`config.mk`:
```
export PLATFORM = sky130hd
export DESIGN_NAME = m65c02_shift_seq
export DESIGN_NICKNAME = d
export VERILOG_FILES = /design/src/rtl/m65c02_shift_seq.sv
export SDC_FILE = /design/constraint.sdc
export NUM_CORES = 1
export LEC_CHECK = 0
export BUFFER_PORTS_ARGS = -buffer_cell sky130_fd_sc_hd__buf_2
export CORE_ASPECT_RATIO = 1.75
export CORE_UTILIZATION = 30
export CTS_BUF_LIST = sky130_fd_sc_hd__clkbuf_16
export CTS_CLUSTER_SIZE = 12
export DETAILED_ROUTE_END_ITERATION = 16
export PLACE_DENSITY = 0.55
export SETUP_SLACK_MARGIN = 0.15
export SYNTH_ARGS = -nofsm -noshare
export SYNTH_HDL_FRONTEND = slang
export SYNTH_SLANG_ARGS = --single-unit
```
`constraint.sdc`:
```
create_clock -name Clk -period 1.2 [get_ports Clk]
set_clock_uncertainty 0.1 [all_clocks]
set_input_delay 0.06 -clock Clk [delete_from_list [all_inputs] [get_ports Clk]]
set_output_delay 0.06 -clock Clk [all_outputs]
set_load 0.02 [all_outputs]
```
`src/rtl/m65c02_shift_seq.sv`:
```
// Multi-count shift/rotate sequencer around the external 1-bit M65C02 shift unit.
// Optional sign-fill right shift is enabled with `define M65C02_SHIFT_ASR_EN.
module m65c02_shift_seq #(
  parameter int CNT_W = 4
) (
  input  logic             Clk,
  input  logic             Rst,
  input  logic             Start,
  input  logic             Op,
  input  logic             Rot,
  input  logic             Asr,
  input  logic [7:0]       A,
  input  logic             Ci,
  input  logic [CNT_W-1:0] Cnt,
  output logic             Busy,
  output logic             Done,
  output logic [7:0]       Out,
  output logic             Co,
  output logic             OV,
  output logic             SU_En,
  output logic             SU_Op,
  output logic [7:0]       SU_D,
  output logic             SU_Ci,
  input  logic [8:0]       SU_Out,
  input  logic             SU_OV
);

  typedef enum logic [1:0] {IDLE, SHIFT, DONE} state_t;

  state_t           state_reg, state_next;
  logic [7:0]       w_reg;
  logic             c_reg;
  logic             ov_reg;
  logic [CNT_W-1:0] n_reg;
  logic             op_reg;
  logic             rot_reg;
  logic             step_ci;

`ifdef M65C02_SHIFT_ASR_EN
  logic asr_reg;

  // Arithmetic right shift replicates the sign bit and overrides rotate.
  assign step_ci = (op_reg && asr_reg) ? w_reg[7] : (rot_reg ? c_reg : 1'b0);
`else
  logic unused_asr;

  assign unused_asr = Asr;
  assign step_ci    = rot_reg ? c_reg : 1'b0;
`endif

  always_ff @(posedge Clk) begin
    if (Rst) state_reg <= IDLE;
    else     state_reg <= state_next;
  end

  always_comb begin
    state_next = state_reg;
    SU_En      = 1'b0;
    SU_Op      = 1'b0;
    SU_D       = 8'h00;
    SU_Ci      = 1'b0;
    case (state_reg)
      IDLE: begin
        if (Start) state_next = (Cnt == '0) ? DONE : SHIFT;
      end
      SHIFT: begin
        SU_En = 1'b1;
        SU_Op = op_reg;
        SU_D  = w_reg;
        SU_Ci = step_ci;
        if (n_reg == CNT_W'(1)) state_next = DONE;
      end
      DONE:    state_next = IDLE;
      default: state_next = IDLE;
    endcase
  end

  // Working registers: loaded at an accepted Start, stepped from the SU result.
  always_ff @(posedge Clk) begin
    if (Rst) begin
      w_reg   <= 8'h00;
      c_reg   <= 1'b0;
      ov_reg  <= 1'b0;
      n_reg   <= '0;
      op_reg  <= 1'b0;
      rot_reg <= 1'b0;
`ifdef M65C02_SHIFT_ASR_EN
      asr_reg <= 1'b0;
`endif
    end else begin
      case (state_reg)
        IDLE: begin
          if (Start) begin
            w_reg   <= A;
            c_reg   <= Ci;
            n_reg   <= Cnt;
            ov_reg  <= 1'b0;
            op_reg  <= Op;
            rot_reg <= Rot;
`ifdef M65C02_SHIFT_ASR_EN
            asr_reg <= Asr;
`endif
          end
        end
        SHIFT: begin
          w_reg  <= SU_Out[7:0];
          c_reg  <= SU_Out[8];
          n_reg  <= n_reg - CNT_W'(1);
          // Overflow is meaningful only for left shifts.
          ov_reg <= ov_reg | (SU_OV & ~op_reg);
        end
        default: ;
      endcase
    end
  end

  assign Busy = (state_reg != IDLE);
  assign Done = (state_reg == DONE);
  assign Out  = w_reg;
  assign Co   = c_reg;
  assign OV   = ov_reg;

endmodule
```
==> impl_metrics.sql <==
INSERT INTO impl_metrics (metric_group, metric, value, unit) VALUES
('outcome', 'status', 'finished, violations left', ''),
('outcome', 'violations', 'setup timing', ''),
('logic_synthesis', 'synth-seq-area-share', '36.9', '%'),
('sta', 'timing.final.crit_share', '115', '%'),
('floorplan', 'initial_utilization', '31.4', '%'),
('place', 'dpl.hpwl', '2070', 'um'),
('hold_path', 'hold_path.class', 'in -> reg', ''),
('run', 'max_cap_violations', '0', ''),
('sta', 'max_clock_freq', '725', 'MHz'),
('detailed_routing', 'wl_per_cell', '13.1', 'um'),
('logic_synthesis', 'synth-async-reset-ratio', '0', '%'),
('cells_and_area', 'largest_register_ffs', '8', ''),
('cells_and_area', 'final_cell_count_no_fill', '244', ''),
('setup_path', 'crit_required', '1.04', 'ns'),
('place', 'placed_instances', '216', ''),
('floorplan', 'dieHeight', '77.5', 'um'),
('setup_path', 'worst_setup_path_startpoint', 'state_reg[1]', ''),
('sta', 'rsz0062_at_grt', 'true', ''),
('sta', 'timing.final.max_slew_violations', '0', ''),
('cells_and_area', 'post_route_cells_drive_above_1_share', '60.2', '%'),
('global_route', 'grt.total_usage', '18.5', '%'),
('setup_path', 'r2r_end', 'Out[3]', ''),
('power_and_ir_drop', 'ir_drop', '0.749', 'mV'),
('detailed_routing', 'num_vias', '1162', ''),
('cells_and_area', 'number_of_antenna_repair_diodes', '0', ''),
('cts', 'worstSkewPairLatency', '0.24', 'ns'),
('floorplan', 'fp.dieArea', '3490', 'sq um'),
('cts', 'cts-root-to-sink-buffers', '2', ''),
('global_route', 'number_of_antenna_violations_at_the_first_check_in_global_routing', '0', ''),
('detailed_routing', 'route.detailed.vias_per_inst', '4.76', ''),
('global_route', 'grt_pass1_vias', '1132', ''),
('cts', 'tritoncts_num_sinks', '18', ''),
('cts', 'cell_at_the_root_of_the_clock_tree', 'clkbuf_16', ''),
('setup_path', 'worstSetupStartpointType', 'flip-flop', ''),
('logic_synthesis', 'syn_avg_cell_area', '8.34', 'sq um'),
('sta', 'slew_headroom', '70.3', '%'),
('setup_path', 'timing.reg2reg.worst_path_depth', '7', ''),
('logic_synthesis', 'number_of_enable_type_register_cells_in_the_synthesized_netlist', '0', ''),
('sta', 'minimum_setup_slack_in_the_final_design', '-0.180', 'ns'),
('power_and_ir_drop', 'power.total', '0.00222', 'W'),
('sta', 'actual_slew_at_the_worst_max_slew_pin', '0.445', 'ns'),
('sta', 'timing.setup.tns', '-3.74', 'ns'),
('logic_synthesis', 'postSynthRegisterBits', '18', ''),
('setup_path', 'worst_r2r_startpoint', 'state_reg[1]', ''),
('cts', 'cts-buffers-inserted', '3', ''),
('logic_synthesis', 'ys_types', '36', ''),
('logic_synthesis', 'post_synth_instance_area', '976', 'sq um'),
('setup_path', 'critical_path.endpoint_type', 'output pin', ''),
('setup_path', 'setup.worst_path.end', 'SU_Ci', ''),
('global_route', 'grt_first_pass_wirelength', '4890', 'um'),
('floorplan', 'design.core.area', '3110', 'sq um'),
('cells_and_area', 'finalNetCount', '234', ''),
('global_route', 'grt_remaining_overflow', '0', ''),
('cts', 'cts_tree', 'built', ''),
('floorplan', 'row_count', '27', ''),
('sta', 'finalWorstPathRequiredPeriod', '1.38', 'ns'),
('detailed_routing', 'drt_drc_violations_left', '0', ''),
('sta', 'timing.hold.ws', '0.0196', 'ns'),
('setup_path', 'worstSetupPathType', 'reg -> out', ''),
('detailed_routing', 'drt-total-wl', '3190', 'um'),
('floorplan', 'floorplan.io_pins', '52', ''),
('logic_synthesis', 'yosysWarningCount', '0', ''),
('sta', 'finalSetupViolations', '31', ''),
('place', 'place_congestion', '0.867', ''),
('place', 'port-buffer-count', '50', ''),
('cts', 'cts.htree.levels', '1', ''),
('power_and_ir_drop', 'power.static_leakage', '0.882', 'nW'),
('logic_synthesis', 'syn_inst', '117', ''),
('setup_path', 'timing.reg2reg.setup_slack', '-0.15', 'ns'),
('setup_path', 'worstPathArrival', '1.22', 'ns'),
('sta', 'hold_viol', '0', ''),
('cts', 'clock_slew_at_reported_path_ffs', '0.05', 'ns'),
('global_route', 'grt_max_degree', '19', ''),
('logic_synthesis', 'synthesis.nets', '148', ''),
('detailed_routing', 'drt-pass1-iter-count', '4', ''),
('power_and_ir_drop', 'power.density', '1120', 'nW/um^2'),
('floorplan', 'chipWidth', '45.1', 'um'),
('detailed_routing', 'drtIter0Drc', '18', ''),
('detailed_routing', 'ant_nets', '0', ''),
('logic_synthesis', 'postSynth.topFlopCell', 'dfxtp_1', ''),
('cells_and_area', 'area_growth_syn_to_layout', '104', '%'),
('setup_path', 'worst-path-max-fanout', '4', '');
worst min path at each step:
stage / start / endpoint / slack [ns] / depth (start not counted)
final: Cnt[2] / n_reg[2] / 0.02 / 3
after global routing: Cnt[2] / state_reg[1] / 0.05 / 4
after CTS: Cnt[2] / state_reg[1] / 0.01 / 4
after detailed placement: SU_Out[1] / Out[1] / 0.21 / 3
after global placement: Rot / rot_reg / 0.20 / 3
after floorplan: SU_Out[8] / Co / 0.1 / 2
cells in the mapped netlist (2+ instances only):
| master | n | share of area (%) |
|---|---|---|
| a211oi_1 | 8 | 6.2 |
| a21oi_1 | 14 | 7.2 |
| and2_1 | 8 | 5.1 |
| buf_4 | 5 | 3.8 |
| clkbuf_1 | 2 | 0.77 |
| dfxtp_1 | 18 | 37 |
| ha_1 | 2 | 2.6 |
| inv_1 | 4 | 1.5 |
| mux2i_1 | 2 | 2.1 |
| nand2_1 | 12 | 4.6 |
| nand2b_1 | 2 | 1.3 |
| nand3b_1 | 3 | 2.3 |
| nor2_1 | 12 | 4.6 |
| nor4_1 | 2 | 1.3 |
| o21ai_0 | 2 | 1.0 |
timing repair:
| item | 4_1_cts | 5_1_grt |
|---|---|---|
| endpoints found under the hold margin | 11 | 0 |
| pin swaps | 15 | 10 |
| setup endpoints to repair | 31 | 31 |
| resized for setup | 52 | 24 |
| hold buffers | 12 | 0 |
| gates cloned | 1 | 0 |
| buffers inserted | 7 | 5 |
where the power goes:
part | internal, W | switching (W) | leakage, nW
combinational | 0.000465 | 0.000396 | 0.693
sequential | 0.000663 | 0.0000533 | 0.151
clock | 0.000438 | 0.000204 | 0.0370
layout make-up:
cell class	instances	area, sq um
well taps	43	53.8
inverters	5	23.8
flip-flops and latches	18	373
multi-input cells	85	689
clock buffers	3	75.1
repair buffers	90	776
fillers	262	1120
layer usage:
layer	vias to the layer above	wire, um	GRT usage, %	part of all wire [%]
met2	35	1790	33.5	56
met4	0	74	9.39	2.3
met5	-	0	0	0
li1	580	-	-	-
met1	538	1200	19.4	38
met3	9	133	2.56	4.2
worst max-delay path, stage by stage (launching register included):
cell and delay (ns):
dfxtp_4 0.36, nand2b_4 0.17, inv_6 0.09, buf_12 0.10, and3_4 0.16, buf_6 0.11
per-stage QoR:
step / cell area [sq um] / utilization (%) / setup slack (ns)
2_1_floorplan: 1030 / - / -0.0404
3_3_place_gp: 1390 / 44.8 / -0.108
3_5_place_dp: 1390 / 44.8 / -0.128
4_1_cts: 1840 / 59.3 / -0.173
5_1_grt: 1990 / 64.0 / -0.226
6_report: 1990 / 64.0 / -0.180
layout by cell type (no fill, tap or decap), types with 4 or more instances in the layout:
cell type       n
buf_2          37
buf_6          24
dfxtp_1        14
dlygate4sd3_1  12
nor2_1         11
buf_4          11
nand2_1        10
and2_4          8
a21oi_1         8
a211oi_2        6
a21oi_2         4
cell families after synthesis:
group	synth area share [%]
and+or+nand+nor	25.6
AOI/OAI and AO/OA	24.6
DFF	36.9
buffers and inverters	8.20
muxes	2.05
adders and majority gates	2.56
Note: power is estimated with default switching activity, not from simulation.
